### config.mk
export PLATFORM = sky130hd
export DESIGN_NAME = spi_master
export DESIGN_NICKNAME = d
export VERILOG_FILES = /design/src/rtl/spi_pkg.sv /design/src/rtl/spi_sclk_gen.sv /design/src/rtl/spi_master.sv
export SDC_FILE = /design/constraint.sdc
export NUM_CORES = 1
export LEC_CHECK = 0
export ABC_CLOCK_PERIOD_IN_PS = 2150
export BUFFER_PORTS_ARGS = -buffer_cell sky130_fd_sc_hd__buf_4
export CORE_UTILIZATION = 30
export CTS_CLUSTER_SIZE = 25
export DETAILED_ROUTE_END_ITERATION = 10
export PLACE_DENSITY = 0.44
export REMOVE_ABC_BUFFERS = 1
export SLEW_MARGIN = 20
export SYNTH_ARGS = -nofsm -noshare
export SYNTH_HDL_FRONTEND = slang
export SYNTH_SLANG_ARGS = --single-unit
### constraint.sdc
create_clock -name clk -period 2.15 [get_ports clk]
set_input_delay 0.3225 -clock clk [delete_from_list [all_inputs] [get_ports clk]]
set_output_delay 0.3225 -clock clk [all_outputs]
set_load 0.02 [all_outputs]
### src/rtl/spi_pkg.sv
// Shared SPI link definitions.
// Packet layout, widths and initiator FSM states.
package spi_pkg;

   localparam int PKTSZ   = 16;
   localparam int HEADER  = 8;
   localparam int PAYLOAD = 8;
   localparam int ADDRSZ  = 7;
   localparam int CNTW    = $clog2(PKTSZ);

   typedef enum logic [2:0] {
      S_IDLE,
      S_SETUP,
      S_LOW,
      S_HIGH,
      S_HOLD,
      S_GAP
   } spi_mst_state_t;

   typedef struct packed {
      logic               rw;
      logic [ADDRSZ-1:0]  addr;
      logic [PAYLOAD-1:0] data;
   } spi_pkt_t;

   // Reads go out with an all-zero data field.
   function automatic spi_pkt_t spi_pack(
      input logic               rw,
      input logic [ADDRSZ-1:0]  addr,
      input logic [PAYLOAD-1:0] data
   );
      spi_pkt_t p;
      p.rw   = rw;
      p.addr = addr;
      p.data = rw ? '0 : data;
      return p;
   endfunction

endpackage

### src/rtl/spi_sclk_gen.sv
// SCLK phase timer for the SPI initiator.
// Strobes phase_end on the last clk of every CLKDIV-long phase.
module spi_sclk_gen #(
   parameter int CLKDIV = 4
) (
   input  logic clk,
   input  logic reset_n,
   input  logic en,
   output logic phase_end
);

   localparam int DW = (CLKDIV > 1) ? $clog2(CLKDIV) : 1;
   localparam logic [DW-1:0] TERM = DW'(CLKDIV - 1);

   logic [DW-1:0] cnt;

   // The slave triple-syncs SCLK/SSB, so shorter phases are unsafe.
   if (CLKDIV < 4) begin : g_div_chk
      $error("spi_sclk_gen: CLKDIV must be at least 4");
   end

   assign phase_end = en && (cnt == TERM);

   // Phase counter restarts on every phase boundary and while idle.
   always_ff @(posedge clk or negedge reset_n) begin
      if (!reset_n)
         cnt <= '0;
      else if (!en || phase_end)
         cnt <= '0;
      else
         cnt <= cnt + 1'b1;
   end

endmodule

### src/rtl/spi_master.sv
// SPI initiator, mode 0, MSB first, 16-bit packets.
// Frames {rw, addr, data} under SSB; every output is a flop.
import spi_pkg::*;

module spi_master #(
   parameter int CLKDIV = 4
) (
   input  logic               clk,
   input  logic               reset_n,
   input  logic               start,
   input  logic               rw_in,
   input  logic [ADDRSZ-1:0]  addr_in,
   input  logic [PAYLOAD-1:0] tx_d,
   output logic               busy,
   output logic               done,
   output logic [PAYLOAD-1:0] rx_d,
   output logic               rxdv,
   output logic               SCLK,
   output logic               SSB,
   output logic               MOSI,
   input  logic               MISO
);

   localparam logic [CNTW-1:0] LASTBIT = CNTW'(PKTSZ - 1);
   localparam logic [CNTW-1:0] HDRBIT  = CNTW'(HEADER);

   spi_mst_state_t     state, state_n;
   logic [PKTSZ-1:0]   shreg, shreg_n;
   logic [CNTW-1:0]    bitcnt, bitcnt_n;
   logic [PAYLOAD-1:0] rxsh, rxsh_n;
   logic [PAYLOAD-1:0] rxd_n;
   logic               rw_q, rw_n;
   logic               sclk_n, ssb_n;
   logic               busy_n, done_n, rxdv_n;
   logic               miso_m, miso_s;
   logic               phase_end;
   spi_pkt_t           pkt;

   spi_sclk_gen #(
      .CLKDIV    (CLKDIV)
   ) u_sclk_gen (
      .clk       (clk),
      .reset_n   (reset_n),
      .en        (state != S_IDLE),
      .phase_end (phase_end)
   );

   // MOSI is the shift register MSB, cleared outside a packet.
   assign MOSI = shreg[PKTSZ-1];

   // Two-flop synchronizer for the asynchronous MISO pin.
   always_ff @(posedge clk or negedge reset_n) begin
      if (!reset_n) begin
         miso_m <= 1'b0;
         miso_s <= 1'b0;
      end else begin
         miso_m <= MISO;
         miso_s <= miso_m;
      end
   end

   // State and datapath registers.
   always_ff @(posedge clk or negedge reset_n) begin
      if (!reset_n) begin
         state  <= S_IDLE;
         shreg  <= '0;
         bitcnt <= '0;
         rxsh   <= '0;
         rw_q   <= 1'b0;
         SCLK   <= 1'b0;
         SSB    <= 1'b1;
         busy   <= 1'b0;
         done   <= 1'b0;
         rxdv   <= 1'b0;
         rx_d   <= '0;
      end else begin
         state  <= state_n;
         shreg  <= shreg_n;
         bitcnt <= bitcnt_n;
         rxsh   <= rxsh_n;
         rw_q   <= rw_n;
         SCLK   <= sclk_n;
         SSB    <= ssb_n;
         busy   <= busy_n;
         done   <= done_n;
         rxdv   <= rxdv_n;
         rx_d   <= rxd_n;
      end
   end

   // Next-state and next-output decode; pulses default low.
   always_comb begin
      state_n  = state;
      shreg_n  = shreg;
      bitcnt_n = bitcnt;
      rxsh_n   = rxsh;
      rw_n     = rw_q;
      sclk_n   = SCLK;
      ssb_n    = SSB;
      busy_n   = busy;
      done_n   = 1'b0;
      rxdv_n   = 1'b0;
      rxd_n    = rx_d;
      pkt      = spi_pack(rw_in, addr_in, tx_d);

      unique case (state)
         S_IDLE: begin
            if (start) begin
               shreg_n  = pkt;
               bitcnt_n = '0;
               rxsh_n   = '0;
               rw_n     = rw_in;
               ssb_n    = 1'b0;
               busy_n   = 1'b1;
               state_n  = S_SETUP;
            end
         end
         S_SETUP: begin
            if (phase_end)
               state_n = S_LOW;
         end
         S_LOW: begin
            if (phase_end) begin
               sclk_n  = 1'b1;
               state_n = S_HIGH;
            end
         end
         S_HIGH: begin
            if (phase_end) begin
               if (rw_q && (bitcnt >= HDRBIT))
                  rxsh_n = {rxsh[PAYLOAD-2:0], miso_s};
               sclk_n = 1'b0;
               if (bitcnt == LASTBIT) begin
                  state_n = S_HOLD;
               end else begin
                  bitcnt_n = bitcnt + 1'b1;
                  shreg_n  = {shreg[PKTSZ-2:0], 1'b0};
                  state_n  = S_LOW;
               end
            end
         end
         S_HOLD: begin
            if (phase_end) begin
               ssb_n   = 1'b1;
               shreg_n = '0;
               done_n  = 1'b1;
               if (rw_q) begin
                  rxd_n  = rxsh;
                  rxdv_n = 1'b1;
               end
               state_n = S_GAP;
            end
         end
         S_GAP: begin
            if (phase_end) begin
               busy_n  = 1'b0;
               state_n = S_IDLE;
            end
         end
         default: begin
            state_n = S_IDLE;
         end
      endcase
   end

endmodule
# After elaboration in Yosys (flattened, before gate mapping)
# Index checks and enable logic that the tools add are counted.
[op_classes]
n_eq_ne = 15
addsub = 2
reduce_logical = 20
n_mux = 35
n_lt_le_gt_ge = 1
[op_table]
columns = ["cell", "n"]
rows = [
  ["$mux 16", 4],
  ["$pmux 16 s3", 1],
  ["$mux 8", 4],
  ["$mux 3", 7],
  ["$pmux 3 s6", 1],
  ["$pmux 8 s2", 1],
  ["$mux 4", 3],
  ["$reduce_and 3->1", 4],
  ["$ne 2x1->1 const B", 5],
  ["$mux 1", 9],
  ["$pmux 4 s2", 1],
  ["$reduce_and 4->1", 2],
  ["$reduce_bool 2->1", 4],
  ["$eq 3x2->1 const B", 2],
  ["$eq 3x3->1 const B", 2],
  ["$ne 2x2->1 const B", 3],
  ["$pmux 1 s2", 3],
  ["$reduce_and 6->1", 1],
  ["$reduce_bool 3->1", 2],
  ["$reduce_and 5->1", 1],
  ["$add 4x1->4 const B", 1],
  ["$eq 4x4->1 const B", 1],
  ["$ge 4x4->1 const B", 1],
  ["$eq 3x1->1 const B", 1],
  ["8 further kinds", 9],
]
[word_totals]
out_inout_bits = 14
inputBits = 20
regBits = 49

# Longest topological paths before layout
[logic_depth]
word_depth = 5
ltp_mapped = 7
mapped_depth_nobuf = 5

# Modules after synthesis
# A second synthesis with hierarchy kept.
[unflattened]
hier_cells = 210
hier_area_um2 = 2366.0
[by_module_without_submodules]
columns = ["module", "instances", "cells_per_inst", "area_each_um2"]
rows = [
  ["spi_master", 1, 204, 2274.7],
  ["spi_sclk_gen", 1, 6, 91.3],
]

# Worst setup path after synthesis
# No wires, ideal clock.
[synth_timing]
kind = "register to register"
start = "register state[2]"
end = "register rxsh[1]"
path_stages_with_launch = 5
t_arrival_ns = 1.616
n_path_buf = 1
slack_ns = 0.410
setup_time_ns = 0.125
cell_sequence = "dfrtp_1 -> or4b_4 -> buf_6 -> o41ai_4 -> mux2_2"
[synth_between]
elab_chain_len = 4
word_cells_on_any_way = 10
[synth_lines]
columns = ["item", "line", "rtl"]
rows = [
  ["start: declaration", "spi_master.sv:27", "spi_mst_state_t state, state_n;"],
  ["start signal: assignment", "spi_master.sv:77", "state <= state_n;"],
  ["$reduce_bool 3->1", "spi_master.sv:44", ".en (state != S_IDLE),"],
  ["$logic_and 1x1->1", "spi_sclk_gen.sv:22", "assign phase_end = en && (cnt == TERM);"],
  ["$ne 2x1->1 (no source line)", "n/a", ""],
  ["$reduce_and 4->1 (no source line)", "n/a", ""],
  ["end signal: assignment", "spi_master.sv:80", "rxsh <= rxsh_n;"],
  ["end: declaration", "spi_master.sv:30", "logic [PAYLOAD-1:0] rxsh, rxsh_n;"],
]
# Several ways; a longest one is shown, not always the timed one.
# A chain may end at the register's enable or synchronous reset.

# Worst setup path after layout
[layout_timing]
start = "register state[0]"
end = "register rxsh[1]"
# The elaborated chain is that of the path after synthesis.

==> summary.md <==
| Metric | Value |
|---|---|
| Final setup fails | `0` |
| CTS max path bufs | `2` |
| Status | `finished, final reports clean` |
| Buffers & Inverters on Critical Path | `1` |
| Insertion delay to the later sink of the worst-skew pair | `roughly 0.30 ns` |
| CP Data Arrival Time | `roughly 2.2 ns` |
| Post-CTS Resized | `0` |
| Pre-Repair DR Iteration Count | `4` |
| First DRT Iteration DRCs | `slightly above 90` |
| Vias | `1918` |
| Die Height | `around 95 µm` |
| I/O Pins | `34` |
| Fin nets | `about 300` |
| Clk_skew | `0.00505 ns` |
| Hold WS | `0.0223 ns` |
| Placement Setup Slack | `around 0.17 ns` |
| R2R depth | `4` |
| Post-synth EDFFs | `0` |
| Clock slew at reported path FFs | `0.10 ns` |
| Final Hold Viols | `0` |
| CP Capture Type | `register` |
| Synth Area in Adders | `0.0146` |
| R2R Setup Slk | `roughly 0.17 ns` |
| Core area | `0.00826 mm²` |
| Routed Wire Length | `5920 µm` |
| Initial Utilization | `0.312` |
| Crit-path max FO | `31` |
| First-pass GRT wire length | `9920 µm` |
| WL/cell | `15.6 µm` |
| Initial antenna violation count | `0` |
| IO buf count | `33` |
| Post-synth top flop | `dfrtp_1` |
| CP top delay family | `compound AO/OA/AOI/OAI gates` |
| P_leak | `about 1.4 nW` |
| Slew Limit Headroom | `0.545` |
| FF-to-FF End | `rxsh[1]` |
| Maximum vdd drop | `0.000455 V` |
| Critical Path Sink | `rxsh[1]` |
| PnR Total Power | `0.00353 W` |
| Cts bufs inserted | `5` |
| CP required | `2.34 ns` |
| HPWL after detailed placement | `between 3000 and 4000 µm` |
| Max_cap viols | `0` |
| Total grt overflow | `0` |
| Cell variety after synth | `42` |
| Total Routing Usage GR | `0.145` |
| CP max stage cell | `o41ai_4` |
| Die width | `between 90 and 100 µm` |
| Flops & latches, synth | `slightly below 50` |
| Flip-flop and latch area | `approximately 0.0012 mm²` |
| Largest family of logic cells by synthesized area | `compound AO/OA/AOI/OAI gates` |
| Post CTS Setup Buffer Count | `0` |
| Multi-input logic area | `approximately 0.0012 mm²` |
| P&R area growth vs syn | `18.0%` |
| Top cell type's share of synthesized area | `0.466` |
| Critical path class | `register to register` |
| Max-slew violations | `0` |
| Post-synthesis compound-gate area fraction | `0.216` |
| Worst-margin pin slew | `around 0.68 ns` |
| H-tree depth | `2` |
| Worst-path cell chain | `buf_4 -> nand2_1 -> o41ai_4 -> mux2_2` |
| Root Buffer | `clkbuf_8` |
| Final Cycle Share | `0.920` |
| Vias in the first global route | `about 1900` |
| Most numerous cell in the Yosys netlist | `dfrtp_1` |
| Critical Path Stages | `4` |
| Share of cells above drive strength 1 | `0.298` |
| CTS sink count | `49` |
| Synth Instances | `about 240` |
| Post-route setup slack | `0.173 ns` |
| Simple logic cell fraction of the synthesized area | `0.100` |
| Post-CTS Hold Buffers | `0` |
| Largest cells by area after synthesis | `dfrtp_1, mux2_2, mux2i_1` |
| CTS tree | `done` |
| Post-synthesis sequential area ratio | `0.476` |
| Die area | `about 0.009 mm²` |
| YS warnings | `0` |
| Num rows | `33` |
| Startpoint types | `register` |
| Fin Setup TNS | `0 ns` |
| Mapped Area | `around 0.0026 mm²` |
| Routed vias/inst | `around 5` |
| Yosys top cell by area | `dfrtp_1` |
| RSZ-0062 raised after global routing | `no` |
| DR DRC count | `0` |
| Post-synth top cells | `dfrtp_1, inv_1, mux2_2, o21ai_0, clkbuf_1` |
| Period minus WS final | `between 1.5 and 2 ns` |
| Worst min-delay path class | `primary input to asynchronous set/reset pin` |
| Routed Antenna Nets | `0` |
| Multiplexer area fraction after synthesis | `0.117` |
| Ant diodes | `0` |
| Largest net degree at the start of global routing | `50` |
| Async set or reset register ratio after synthesis | `1.00` |
| Crit path launch | `state[0]` |
| Max Clk Rate | `506 MHz` |
| Critical R2R Launch | `state[0]` |
| Delay of the slowest cell on the worst path | `about 0.66 ns` |
| PD cells | `about 1200 mW/mm²` |
| Xor/xnor share of the synthesized area | `0` |
| Avg Inst Size Synth | `~11 µm²` |
| Routability congestion estimate from global placement | `between 0.6 and 0.7` |
| # fillers | `between 800 and 900` |
## cells by family after synthesis
| kind of cell | Yosys count |
|---|---|
| flops | 49 |
| fa+ha+maj | 3 |
| compound gates | 70 |
| simple gates | 47 |
| buf+inv | 45 |
| mux | 28 |
## cell type report
cell class,instances,area share
Inverter,24,0.0296
Sequential cell,49,0.404
Clock inverter,3,0.00740
Multi-Input combinational cell,148,0.380
Clock buffer,5,0.0226
Tap cell,105,0.0432
Timing Repair Buffer,46,0.114
## placed cells by master (no fill, tap or decap), types with 2 or more instances in the layout
cell type   n
o31a_1      7
o31ai_2     6
clkbuf_8    5
clkinv_4    2
nand2_1    11
and3b_1     2
dfrtp_1    48
o2111ai_1   7
o211ai_1    2
nor2b_1     7
mux2_2     18
ha_1        3
o22ai_1     6
a221o_1     4
nand3_1     2
buf_4      46
mux2i_1    10
nor2_1     10
or3_1       3
o21ai_0    13
and3_1      2
a21oi_1    11
a22o_1      2
nor3_1      3
a221oi_1    4
inv_1      24
o211a_1     2
## where the power goes
group          switching [W]  leakage [nW]  internal [W]
Sequential          0.000163         0.613       0.00121
Combinational       0.000894         0.782      0.000707
Clock               0.000331        0.0481      0.000232
## registers in the layout (all words and copies together), names as in the netlist
register        cells
rw_q                1
u_sclk_gen.cnt      2
rxsh                8
busy                1
rxdv                1
bitcnt              4
state               3
rx_d                8
SCLK                1
miso_m              1
SSB                 1
miso_s              1
done                1
shreg              16
## metal layers
| metal | share of wire | vias up | track usage |
|---|---|---|---|
| met5 | 0 | - | 0 |
| met4 | 0.0078 | 0 | 0.0379 |
| met3 | 0.033 | 5 | 0.0250 |
| met2 | 0.46 | 32 | 0.228 |
| met1 | 0.50 | 946 | 0.204 |
| li1 | - | 935 | - |
## metrics by stage
step	utilization	instance area [µm²]	cells
finish	0.368	3040	380
global route	0.368	3040	380
CTS	0.368	3040	380
detailed placement	0.357	2950	372
global placement	0.357	2950	372
floorplan	-	2470	221
## worst min path at each step
| stage | cells past startpoint | slack, ns | to |
|---|---|---|---|
| floorplan | 0 | 0.03 | SCLK |
| global placement | 0 | 0.33 | miso_s |
| detailed placement | 0 | 0.34 | miso_s |
| CTS | 1 | 0.06 | shreg[11] |
| global route | 1 | 0.09 | shreg[11] |
| finish | 1 | 0.02 | shreg[11] |
Note: power is estimated with default switching activity, not from simulation.
